File: config.mk
export PLATFORM = sky130hd
export DESIGN_NAME = button_conditioner
export DESIGN_NICKNAME = d
export VERILOG_FILES = /design/src/rtl/button_pkg.sv /design/src/rtl/debounce_cell.sv /design/src/rtl/button_conditioner.sv
export SDC_FILE = /design/constraint.sdc
export NUM_CORES = 1
export LEC_CHECK = 0
export BUFFER_PORTS_ARGS = -buffer_cell sky130_fd_sc_hd__clkbuf_2
export CAP_MARGIN = 40
export CELL_PAD_IN_SITES_DETAIL_PLACEMENT = 2
export CELL_PAD_IN_SITES_GLOBAL_PLACEMENT = 2
export CORE_UTILIZATION = 41
export DETAILED_ROUTE_END_ITERATION = 12
export MAX_ROUTING_LAYER = met4
export PLACE_DENSITY = 0.88
export SLEW_MARGIN = 40
export SYNTH_ARGS = -nofsm -noshare
export SYNTH_HDL_FRONTEND = slang
export SYNTH_HIERARCHICAL = 1
export SYNTH_SLANG_ARGS = --single-unit
File: constraint.sdc
create_clock -name clk -period 2.5 [get_ports clk]
set_input_delay 0.25 -clock clk [delete_from_list [all_inputs] [get_ports clk]]
set_output_delay 0.25 -clock clk [all_outputs]
set_load 0.01 [all_outputs]
File: src/rtl/button_pkg.sv
// Shared types and defaults for the push-button input stage.
// Optional feature macro: BTN_REPEAT_EN (auto-repeat while a button is held).
package button_pkg;

  typedef enum logic [1:0] {
    IDLE,
    PRESS_W,
    HELD,
    REL_W
  } btn_state_t;

  localparam int unsigned DEF_NUM_BTN         = 5;
  localparam int unsigned DEF_DEBOUNCE_CYCLES = 1_000_000;
  localparam int unsigned DEF_REPEAT_DELAY    = 50_000_000;
  localparam int unsigned DEF_REPEAT_PERIOD   = 10_000_000;

  localparam int unsigned BTN_UP    = 0;
  localparam int unsigned BTN_DOWN  = 1;
  localparam int unsigned BTN_LEFT  = 2;
  localparam int unsigned BTN_RIGHT = 3;
  localparam int unsigned BTN_CTR   = 4;

  // Width of a counter that must hold values 0..n.
  function automatic int unsigned cnt_width(input int unsigned n);
    return (n < 1) ? 1 : $clog2(n + 1);
  endfunction

  function automatic int unsigned max_u(input int unsigned a, input int unsigned b);
    return (a > b) ? a : b;
  endfunction

endpackage

File: src/rtl/debounce_cell.sv
// One button: 2-flop synchroniser, debounce FSM with saturating counter,
// registered level / press strobe / release strobe.
// Optional feature macro: BTN_REPEAT_EN adds auto-repeat pulses while held.
module debounce_cell
  import button_pkg::*;
#(
  parameter int unsigned DEBOUNCE_CYCLES = DEF_DEBOUNCE_CYCLES,
  parameter int unsigned REPEAT_DELAY    = DEF_REPEAT_DELAY,
  parameter int unsigned REPEAT_PERIOD   = DEF_REPEAT_PERIOD
) (
  input  logic clk,
  input  logic rst,
  input  logic raw_i,
  output logic level_o,
  output logic pulse_o,
  output logic rel_o,
  output logic pulse_nxt_o
);

  localparam int unsigned    CW       = cnt_width(DEBOUNCE_CYCLES);
  localparam logic [CW-1:0]  CNT_LAST = CW'(DEBOUNCE_CYCLES - 1);

  logic        sync1_q;
  logic        sync2_q;
  logic        s;
  btn_state_t  state_q;
  logic [CW-1:0] cnt_q;
  logic        level_q;
  logic        pulse_q;
  logic        rel_q;
  logic        press_done;
  logic        rel_done;
  logic        rep_fire;
  logic        pulse_d;
  logic        rel_d;

  // Two-flop synchroniser for the asynchronous raw input.
  always_ff @(posedge clk or posedge rst) begin
    if (rst) begin
      sync1_q <= 1'b0;
      sync2_q <= 1'b0;
    end else begin
      sync1_q <= raw_i;
      sync2_q <= sync1_q;
    end
  end

  assign s = sync2_q;

  // Accept conditions: the current sample is the last one needed.
  always_comb begin
    press_done = (state_q == PRESS_W) && s && (cnt_q == CNT_LAST);
    rel_done   = (state_q == REL_W) && !s && (cnt_q == CNT_LAST);
    pulse_d    = press_done | rep_fire;
    rel_d      = rel_done;
  end

`ifdef BTN_REPEAT_EN
  localparam int unsigned   RW      = cnt_width(max_u(REPEAT_DELAY, REPEAT_PERIOD));
  localparam logic [RW-1:0] RD_LAST = RW'(REPEAT_DELAY - 1);
  localparam logic [RW-1:0] RP_LAST = RW'(REPEAT_PERIOD - 1);

  logic [RW-1:0] rep_q;
  logic          first_done_q;

  assign rep_fire = (state_q == HELD) && s &&
                    (rep_q == (first_done_q ? RP_LAST : RD_LAST));

  // Repeat timer: runs only while held with the input still pressed; any
  // excursion out of that condition restarts the initial delay.
  always_ff @(posedge clk or posedge rst) begin
    if (rst) begin
      rep_q        <= '0;
      first_done_q <= 1'b0;
    end else if ((state_q == HELD) && s) begin
      if (rep_fire) begin
        rep_q        <= '0;
        first_done_q <= 1'b1;
      end else if (rep_q != '1) begin
        rep_q <= rep_q + 1'b1;
      end
    end else begin
      rep_q        <= '0;
      first_done_q <= 1'b0;
    end
  end
`else
  assign rep_fire = 1'b0;
`endif

  // Debounce FSM with registered level and event strobes.
  always_ff @(posedge clk or posedge rst) begin
    if (rst) begin
      state_q <= IDLE;
      cnt_q   <= '0;
      level_q <= 1'b0;
      pulse_q <= 1'b0;
      rel_q   <= 1'b0;
    end else begin
      pulse_q <= pulse_d;
      rel_q   <= rel_d;
      case (state_q)
        IDLE: begin
          if (s) begin
            cnt_q   <= '0;
            state_q <= PRESS_W;
          end
        end
        PRESS_W: begin
          if (!s) begin
            cnt_q   <= '0;
            state_q <= IDLE;
          end else if (press_done) begin
            cnt_q   <= '0;
            level_q <= 1'b1;
            state_q <= HELD;
          end else if (cnt_q != '1) begin
            cnt_q <= cnt_q + 1'b1;
          end
        end
        HELD: begin
          if (!s) begin
            cnt_q   <= '0;
            state_q <= REL_W;
          end
        end
        REL_W: begin
          if (s) begin
            cnt_q   <= '0;
            state_q <= HELD;
          end else if (rel_done) begin
            cnt_q   <= '0;
            level_q <= 1'b0;
            state_q <= IDLE;
          end else if (cnt_q != '1) begin
            cnt_q <= cnt_q + 1'b1;
          end
        end
        default: begin
          cnt_q   <= '0;
          state_q <= IDLE;
        end
      endcase
    end
  end

  assign level_o     = level_q;
  assign pulse_o     = pulse_q;
  assign rel_o       = rel_q;
  assign pulse_nxt_o = pulse_d;

endmodule

File: src/rtl/button_conditioner.sv
// Push-button input stage: one independent debounce cell per button plus a
// registered OR of all press strobes.
// Optional feature macro: BTN_REPEAT_EN (auto-repeat while a button is held).
module button_conditioner
  import button_pkg::*;
#(
  parameter int unsigned NUM_BTN         = DEF_NUM_BTN,
  parameter int unsigned DEBOUNCE_CYCLES = DEF_DEBOUNCE_CYCLES,
  parameter int unsigned REPEAT_DELAY    = DEF_REPEAT_DELAY,
  parameter int unsigned REPEAT_PERIOD   = DEF_REPEAT_PERIOD
) (
  input  logic               clk,
  input  logic               rst,
  input  logic [NUM_BTN-1:0] btn_raw,
  output logic [NUM_BTN-1:0] btn_level,
  output logic [NUM_BTN-1:0] btn_pulse,
  output logic [NUM_BTN-1:0] btn_rel,
  output logic               any_pulse
);

  logic [NUM_BTN-1:0] pulse_nxt;
  logic               any_pulse_q;

  for (genvar g = 0; g < NUM_BTN; g++) begin : g_cell
    debounce_cell #(
      .DEBOUNCE_CYCLES(DEBOUNCE_CYCLES),
      .REPEAT_DELAY   (REPEAT_DELAY),
      .REPEAT_PERIOD  (REPEAT_PERIOD)
    ) u_cell (
      .clk        (clk),
      .rst        (rst),
      .raw_i      (btn_raw[g]),
      .level_o    (btn_level[g]),
      .pulse_o    (btn_pulse[g]),
      .rel_o      (btn_rel[g]),
      .pulse_nxt_o(pulse_nxt[g])
    );
  end

  // OR the cells' next-cycle strobes so any_pulse lines up with btn_pulse.
  always_ff @(posedge clk or posedge rst) begin
    if (rst) begin
      any_pulse_q <= 1'b0;
    end else begin
      any_pulse_q <= |pulse_nxt;
    end
  end

  assign any_pulse = any_pulse_q;

endmodule
==> run metrics, run 1 <==
DP HPWL=17950 um; first-pass GRT wire length=48400 um; largest net degree at the start of global routing=34; GRT overflow=0; Sink Count=136; min-delay worst type=in -> async; total wire length=29920 um; CTS buffer count=17; Yosys top cell area share=44.15%; Power Density=876.4 nW/um^2; Leakage Power=3.767 nW; Worst-path clk slew=0.07 ns; Worst-Margin Slew=0.6695 ns; failing checks=DRC; synthesis-to-layout area growth=15.61%; Clk Latency, worst-skew pair=0.44 ns; final non-filler cell total=1123; Syn Nets=828; placed insts=1082; outcome=finished, violations left; setup_tns=0 ns; Row Count=49; Yosys warnings=6; Yosys reg bits=136; H-tree depth=4; Seq/Total Area, Yosys=44.15%; Mapped Cells=816; Peak Freq=405.9 MHz; initial core utilization=42.33%; initial antenna violation count=0; CTS tree=yes; layout cell share with drive strength beyond 1=18.34%; 1st-pass router iterations=9; gr usage total=33.25%; DRT antenna net count=0; Worst Skew=0.01377 ns; diode count=0; DIE HEIGHT=139.1 um; # nets final=893; Longest Clk Path Bufs=2; EDFF count, synth=0; Crit Path Max Fanout=7; mean area per synthesized cell=9.447 sq um; post-synthesis cell type count=66; VDD IR max=473.3 uV; Die ar.=19350 sq um; Synth area leader=dfrtp_1; I/O pin cnt=23; type of element capturing the critical path=flip-flop; vias in the first global route=8324; top post-synthesis cells by area=dfrtp_1 44%, nand3_1 4.0%, a21oi_1 4.0%; Syn Std Cell Area=7709 sq um; Tmin final=2.464 ns; die width=139.1 um; # port buffers=22; critical path type=reg -> reg; Final Hold Vio Count=0; Primary FF master, synth=dfrtp_1; slew margin rel.=55.20%; CTS root buffer=clkbuf_16; CP Launch Type=flip-flop; DR vias/cell=6.714; GP Congestion=0.8327; Max-Cap Viols=0; final setup vio count=0; CP required=2.83 ns; CORE AREA=18210 sq um; DR vias=7540; Final period util=98.55%; Slew Limit Fails=0; # DRC=3; fill count=1887; 1st-iter DRT viols=394; reg2reg setup slack=0.04 ns; Wirelength per Cell=26.65 um; CP Data Arrival Time=2.79 ns; Synth async-reset ratio=100.0%
-- layer usage --
| metal | share of wire [%] | global-route usage, % |
|---|---|---|
| met1 | 41 | 37.05 |
| met2 | 51 | 56.99 |
| met3 | 3.5 | 5.836 |
| met4 | 4.1 | 17.37 |
| met5 | 0 | - |
-- cells by family (layout without fill, tap and decap cells) --
| logic type | after synthesis | count (layout) | share of synthesized area (%) |
|---|---|---|---|
| buffers and inverters | 76 | 154 | 6.022 |
| muxes | 1 | 1 | 0.1947 |
| and+or+nand+nor | 339 | 339 | 25.68 |
| xor gates and xnor gates | 5 | 5 | 0.5681 |
| DFF | 136 | 136 | 44.15 |
| adders and majority gates | 5 | 5 | 0.8116 |
| AOI/OAI and AO/OA | 254 | 254 | 22.58 |
-- worst paths after layout --
kind                                                start  depth (start not counted)                         end
worst max-delay path            g_cell[0].u_cell/cnt_q[6]                          6   g_cell[0].u_cell/cnt_q[5]
max in group asynchronous                             rst                          4  g_cell[3].u_cell/cnt_q[16]
worst min-delay path                                  rst                          3                   any_pulse
min in group clk                 g_cell[4].u_cell/sync1_q                          0          g_cell[4].u_cell/s
worst max register to register  g_cell[0].u_cell/cnt_q[6]                          6   g_cell[0].u_cell/cnt_q[5]
worst min register to register   g_cell[4].u_cell/sync1_q                          0          g_cell[4].u_cell/s
-- worst max-delay path, cell delays in order, from the launching register on --
cell	delay [ns]
dfrtp_1	0.47
nor4_1	0.43
nand3b_1	0.35
o311ai_4	0.48
buf_4	0.24
o21ai_0	0.11
a22o_1	0.27
-- power breakdown --
group          leakage [nW]  internal, mW  total (mW)  switching [mW]
clock network         0.265          1.47        2.56            1.09
logic                  1.65         0.905        2.58            1.67
registers              1.85          2.37        2.67           0.304
-- final cells by class --
class | instances | area, sq um | share of cell area, %
clock buffers | 18 | 429.2 | 4.815
clock inverters | 14 | 150.1 | 1.685
inverters | 38 | 142.6 | 1.600
multi-input cells | 604 | 3885 | 43.59
flip-flops and latches | 136 | 3403 | 38.19
well taps | 229 | 286.5 | 3.215
repair buffers | 84 | 615.6 | 6.907
-- layout by cell type, fill, tap and decap left out, types with 17 or more instances in the layout --
| master | count |
|---|---|
| dfrtp_1 | 136 |
| nand2_1 | 65 |
| nand3_1 | 61 |
| a21oi_1 | 61 |
| buf_4 | 54 |
| o21ai_0 | 49 |
| a31oi_1 | 44 |
| inv_1 | 38 |
| nor2_1 | 36 |
| nor3_1 | 26 |
| nand4_1 | 25 |
| nor4_1 | 24 |
| clkbuf_2 | 22 |
| clkbuf_16 | 17 |
-- Yosys cell counts, types with 5 or more instances --
cell type,count
nor4_1,26
nand2b_1,6
buf_2,5
and3_1,7
and3_2,5
or4b_4,5
o21ai_0,50
nand3_1,62
nand4_1,25
buf_6,11
a31oi_1,44
a21o_1,8
and4_1,7
or4_1,12
o2bb2ai_1,5
o211ai_1,11
nor2_1,40
nor3b_1,6
a21oi_1,61
o22a_1,8
nor3_1,26
a22oi_1,6
o221ai_1,6
nand3b_1,8
inv_1,38
clkbuf_1,6
nand2_1,65
xor2_1,5
a22o_1,8
a41oi_1,7
ha_1,5
dfrtp_1,136
o21ai_1,5
buf_4,12
-- stage by stage --
stage | area [sq um] | setup slack [ns] | hold slack (ns) | total power [mW] | util [%]
2_1_floorplan | 7709 | 0.4180 | -0.02129 | 4.393 | -
3_3_place_gp | 8207 | 0.2354 | 0.1990 | 4.764 | 45.07
3_5_place_dp | 8207 | 0.03947 | 0.2179 | 5.028 | 45.07
4_1_cts | 8862 | 0.02884 | 0.3072 | 7.774 | 48.67
5_1_grt | 8912 | -0.02927 | 0.3424 | 8.107 | 48.95
6_report | 8912 | 0.03618 | 0.3415 | 7.811 | 48.95
-- timing repair --
| item | in CTS | in global routing |
|---|---|---|
| pin swaps | 1 | 1 |
| hold endpoints to repair | 15 | 0 |
| endpoints found under the setup margin | 4 | 25 |
| resized for setup | 1 | 9 |
| setup buffers | 2 | 1 |
| cloned | 0 | 0 |
| hold buffers | 6 | 0 |
-- sequential cells by signal, indices dropped and copies added (netlist names), named ones only --
register	flops
g_cell.u_cell/pulse_o	5
g_cell.u_cell/sync1_q	5
any_pulse	1
g_cell.u_cell/s	5
g_cell.u_cell/rel_o	5
g_cell.u_cell/cnt_q	100
g_cell.u_cell/state_q	5
g_cell.u_cell/level_o	5
Power figures use the tool's default switching activity.
==> inputs of run 2 (changes only) <==
- CORE_MARGIN: not set -> 5
==> run metrics, run 2 (synthesized netlist as in run 1, its figures left out) <==
largest net degree at the start of global routing=34 (unchanged); Longest Clk Path Bufs=2 (unchanged); min-delay worst type=in -> async; max reg flops=100 (unchanged); grt met3 use=4.719% (-1.1 points); H-tree depth=4 (unchanged); met1 Usage GRT=31.54% (-5.5 points); RSZ-0062 raised after global routing=no; # port buffers=22 (unchanged); gr usage total=26.63% (-6.6 points); CTS buffer count=17 (unchanged); Max-Cap Viols=0 (unchanged); hold_ws=0.2769 ns (-0.06457 ns); CP max stage delay=0.55 ns (+0.07 ns); Row Count=50 (+2.0%); Slowest cell on crit path=or4_1; Clk Latency, worst-skew pair=0.43 ns (about the same); Worst-Margin Slew=0.6978 ns (+0.02826 ns); Power Density=868.6 nW/um^2 (-0.89%); CP startpoint=g_cell[2].u_cell/cnt_q[0]; placed instance area=8193 sq um (-0.17%); FF-to-FF Start=g_cell[2].u_cell/cnt_q[0]; diode count=0 (unchanged); Final Hold Vio Count=0 (unchanged); slew margin rel.=53.31% (-1.9 points); CP Launch Type=flip-flop; Setup Fix Bufs, Post-CTS=0 (-2); initial antenna violation count=0 (unchanged); Wirelength per Cell=24.42 um (-8.3%); 1st-pass router iterations=5 (-4); Worst-path clk slew=0.06 ns (about the same); DP HPWL=17640 um (-1.7%); Pwr Total=7.686 mW (-1.6%); GRT overflow=0 (unchanged); CTS root buffer=clkbuf_16; fin area=8848 sq um (-0.72%); Peak Freq=411.4 MHz (+1.4%); initial core utilization=41.49% (-0.85 points); CP required=2.85 ns (+0.02 ns); total wire length=27430 um (-8.3%); Worst Skew=0.01261 ns (-0.001160 ns); GP Congestion=0.8481 (+1.8%); Final Util=47.62% (-1.3 points); DIE HEIGHT=147.1 um (+5.8%); critical path type=reg -> reg; synthesis-to-layout area growth=14.79%; outcome=complete, no violations; commonest non-fill, non-tap cells in the layout=136 x dfrtp_1, 65 x nand2_1, 62 x nand3_1, 61 x a21oi_1, 51 x buf_4; Sink Count=136 (unchanged); Leakage Power=3.762 nW (-0.13%); Crit Path Max Fanout=7 (unchanged); Tmin final=2.431 ns (-0.03315 ns); type of element capturing the critical path=flip-flop; commonest non-fill, non-tap cell in the layout=dfrtp_1; Die ar.=21640 sq um (+12%); DRT antenna net count=0 (unchanged); Final period util=97.23% (-1.3 points); DR vias=7376 (-2.2%); 1st-iter DRT viols=387 (-1.8%); VDD IR max=526.2 uV (+11%); I/O pin cnt=23 (unchanged); Most common cell on crit path=nand3_1; # DRC=0 (-3); CTS tree=yes; DR vias/cell=6.568 (-2.2%); M2 GR Usage=44.93% (-12 points); layout cell share with drive strength beyond 1=17.44% (-0.91 points); first-pass GRT wire length=44950 um (-7.1%); final setup vio count=0 (unchanged); setup_tns=0 ns (unchanged); Slew Limit Fails=0 (unchanged); die width=147.1 um (+5.8%); most flop-heavy register=g_cell.u_cell/cnt_q; # nets final=889 (-0.45%); CORE AREA=18580 sq um (+2.0%); worst path cell trace=ha_1 > and3_2 > nand3_1 > o311ai_4 > buf_4 > or4_1 > nand3_1; vias in the first global route=8024 (-3.6%); Most Crowded Layer GR=met2; CP Data Arrival Time=2.78 ns (about the same)
-- run 2: changes by cell type in the layout (fill, tap and decap cells not counted), sizes merged --
cell      previous run  this run
inv                 41        38
buf                 56        52
clkbuf              40        44
clkinvlp             6         1
clkinv               3         6
-- run 2: per-layer routing --
layer	routed length (um)	vias to the layer above
li1	-	3283
met1	11660	3844
met2	14050	185
met3	913	64
met4	804	0
met5	0	-
-- run 2: worst paths after layout --
check | end | slack [ns] | cells after the start
max reg2reg | g_cell[2].u_cell/cnt_q[11] | 0.07 | 7
min reg2reg | g_cell[0].u_cell/s | 0.35 | 0
max in group asynchronous | g_cell[3].u_cell/cnt_q[14] | 1.34 | 4
max | g_cell[2].u_cell/cnt_q[11] | 0.07 | 7
min in group clk | g_cell[0].u_cell/s | 0.35 | 0
min | any_pulse | 0.28 | 3
-- run 2: layout make-up --
class                   count  area [sq um]
clock buffers              22         484.2
clock inverters             9         97.59
fillers                  1963          9732
inverters                  38         142.6
multi-input cells         604          3855
flip-flops and latches    136          3403
well taps                 234         292.8
repair buffers             80         573.1
-- run 2: repair_timing --
item	4_1_cts	5_1_grt
setup endpoints to repair	0	8
hold buffers	6	0
endpoints found under the hold margin	77	0
resized for setup	0	4
-- run 2: per-stage QoR --
stage          worst slack [ns]  std cells
2_1_floorplan            0.4180        816
3_3_place_gp             0.3113       1086
3_5_place_dp             0.1308       1086
4_1_cts                 0.08006       1123
5_1_grt                 0.01153       1123
6_report                0.06933       1123
-- run 2: worst max-delay path: cells and delay by family (launching register included) --
family	cells	cell delay, ns
AO/OA/AOI/OAI	1	0.18
adder cells (fa/ha/maj)	1	0.27
buffers and inverters	1	0.22
flip-flops	1	0.43
AND/OR/NAND/NOR	4	1.24
-- run 2: power by group --
group	switching [mW]	internal [mW]
Clock	0.990	1.56
Combinational	1.60	0.881
Sequential	0.284	2.37
Total	2.87	4.81
==> inputs of run 3 (changes only) <==
- PLACE_DENSITY: 0.88 -> 0.86
==> run metrics, run 3 (synthesized netlist as in run 1, its figures left out) <==
initial core utilization=41.49% (unchanged); DR vias/cell=6.508 (-0.92%); Place WS=0.1274 ns (-0.003378 ns); CTS buffer count=17 (unchanged); vias in the first global route=8292 (+3.3%); Final Util=47.93% (+0.31 points); total wire length=28360 um (+3.4%); Clk Latency, worst-skew pair=0.45 ns (+0.02 ns); Max-Cap Viols=0 (unchanged); Worst Skew=0.007084 ns (-0.005522 ns); worst reg2reg path depth=6 (-1); smallest setup slack after layout=0.09245 ns (+0.02312 ns); CTS tree=yes; met1 Usage GRT=30.24% (-1.3 points); initial antenna violation count=1 (+1); Crit Path Max Fanout=10 (+3); Longest Clk Path Bufs=2 (unchanged); Combinational Power Share=31.1% (-1.2 points); 1st-iter DRT viols=302 (-22%); Peak Freq=415.4 MHz (+0.96%); sw power=2.926 mW (+1.8%); hold_ws=0.3372 ns (+0.06035 ns); Clock Power Share=35.4% (+2.2 points); Final Hold Vio Count=0 (unchanged); layout cell share with drive strength beyond 1=17.19% (-0.24 points); Leakage Power=3.785 nW (+0.61%); # DRC=0 (unchanged); most flop-heavy register=g_cell.u_cell/cnt_q; die width=147.1 um (unchanged); Sw Share=36.71% (-0.69 points); Setup Fix Bufs, Post-CTS=0 (unchanged); VDD IR max=486.0 uV (-7.6%); DP HPWL=18050 um (+2.3%); final setup vio count=0 (unchanged); Sequential Power Share=33.4% (-1.2 points); setup_tns=0 ns (unchanged); Tmin final=2.408 ns (-0.02312 ns); Sink Count=136 (unchanged); Worst-Margin Slew=0.6975 ns (-0.0002669 ns); first-pass GRT wire length=46200 um (+2.8%); commonest non-fill, non-tap cells in the layout=136 x dfrtp_1, 65 x nand2_1, 62 x nand3_1, 61 x a21oi_1, 51 x buf_4; min-delay worst type=in -> async; GRT overflow=0 (unchanged); synthesis-to-layout area growth=15.53%; Slew Limit Fails=0 (unchanged); DR vias=7321 (-0.75%); CP Data Arrival Time=2.73 ns (-0.05 ns); CORE AREA=18580 sq um (unchanged); fin area=8906 sq um (+0.65%); 1st-pass router iterations=5 (unchanged); # nets final=889 (unchanged); RSZ-0062 raised after global routing=no; max reg flops=100 (unchanged); critical path type=reg -> reg; Final period util=96.30% (-0.92 points); gr usage total=27.55% (+0.92 points); CTS root buffer=clkbuf_16; # port buffers=22 (unchanged); Worst-path clk slew=0.06 ns (about the same); commonest non-fill, non-tap cell in the layout=dfrtp_1; GP Congestion=0.8462 (-0.22%); grt met3 use=5.151% (+0.43 points); DIE HEIGHT=147.1 um (unchanged); largest net degree at the start of global routing=34 (unchanged); M2 GR Usage=49.26% (+4.3 points); I/O pin cnt=23 (unchanged); outcome=complete, no violations; placed instance area=8193 sq um (unchanged); Int Pwr=5.044 mW (+4.8%); DRT antenna net count=0 (unchanged); Most Crowded Layer GR=met2; CP Launch Type=flip-flop; reg2reg setup slack=0.09 ns (+0.02 ns); Wirelength per Cell=25.21 um (+3.2%); H-tree depth=4 (unchanged); Row Count=50 (unchanged); Die ar.=21640 sq um (unchanged); CP required=2.82 ns (-0.03 ns); slew margin rel.=53.33% (about the same); type of element capturing the critical path=flip-flop; Power Density=894.8 nW/um^2 (+3.0%)
-- run 3: layout make-up --
type	count	area, sq um
inverters	38	142.6
fillers	1942	9674
flip-flops and latches	136	3403
multi-input cells	604	3849
clock buffers	25	505.5
clock inverters	7	137.6
well taps	234	292.8
repair buffers	80	573.1
diodes	1	2.502
-- run 3: per-layer routing --
metal	share of wire [%]	wire [um]
met1	40	11370
met2	54	15180
met3	3.6	1018
met4	2.8	797
met5	0	0
-- run 3: metrics by stage --
stage	std cells	total power [mW]
after CTS	1124	7.983
after global routing	1125	8.333
after global placement	1086	4.755
final	1125	7.970
after detailed placement	1086	5.021
after floorplan	816	4.393
-- run 3: final timing paths --
| path | startpoint | end |
|---|---|---|
| worst min-delay path | rst | any_pulse |
| worst max register to register | g_cell[0].u_cell/cnt_q[16] | g_cell[0].u_cell/cnt_q[3] |
| max in group asynchronous | rst | g_cell[2].u_cell/cnt_q[5] |
| worst max-delay path | g_cell[0].u_cell/cnt_q[16] | g_cell[0].u_cell/cnt_q[3] |
| min in group clk | g_cell[2].u_cell/sync1_q | g_cell[2].u_cell/s |
| worst min register to register | g_cell[2].u_cell/sync1_q | g_cell[2].u_cell/s |
-- run 3: power groups by stage --
stage          Sequential [mW]  Combinational (mW)  Clock, mW
3_3_place_gp              2.63                2.12          0
2_1_floorplan             2.60                1.80          0
5_1_grt                   2.69                2.68       2.97
3_5_place_dp              2.67                2.35          0
6_report                  2.66                2.48       2.83
4_1_cts                   2.66                2.46       2.87
-- run 3: timing repair --
action | in CTS | in global routing
endpoints found under the hold margin | 18 | 0
gates resized for setup | 0 | 3
setup endpoints to repair | 0 | 7
hold buffers | 6 | 0
-- run 3: worst max-delay path: stages (launching register included) --
cell      delay, ns
dfrtp_1        0.50
nand4_4        0.21
or4b_4         0.57
o311ai_4       0.51
buf_4          0.23
nor4_1         0.07
nand3b_1       0.19
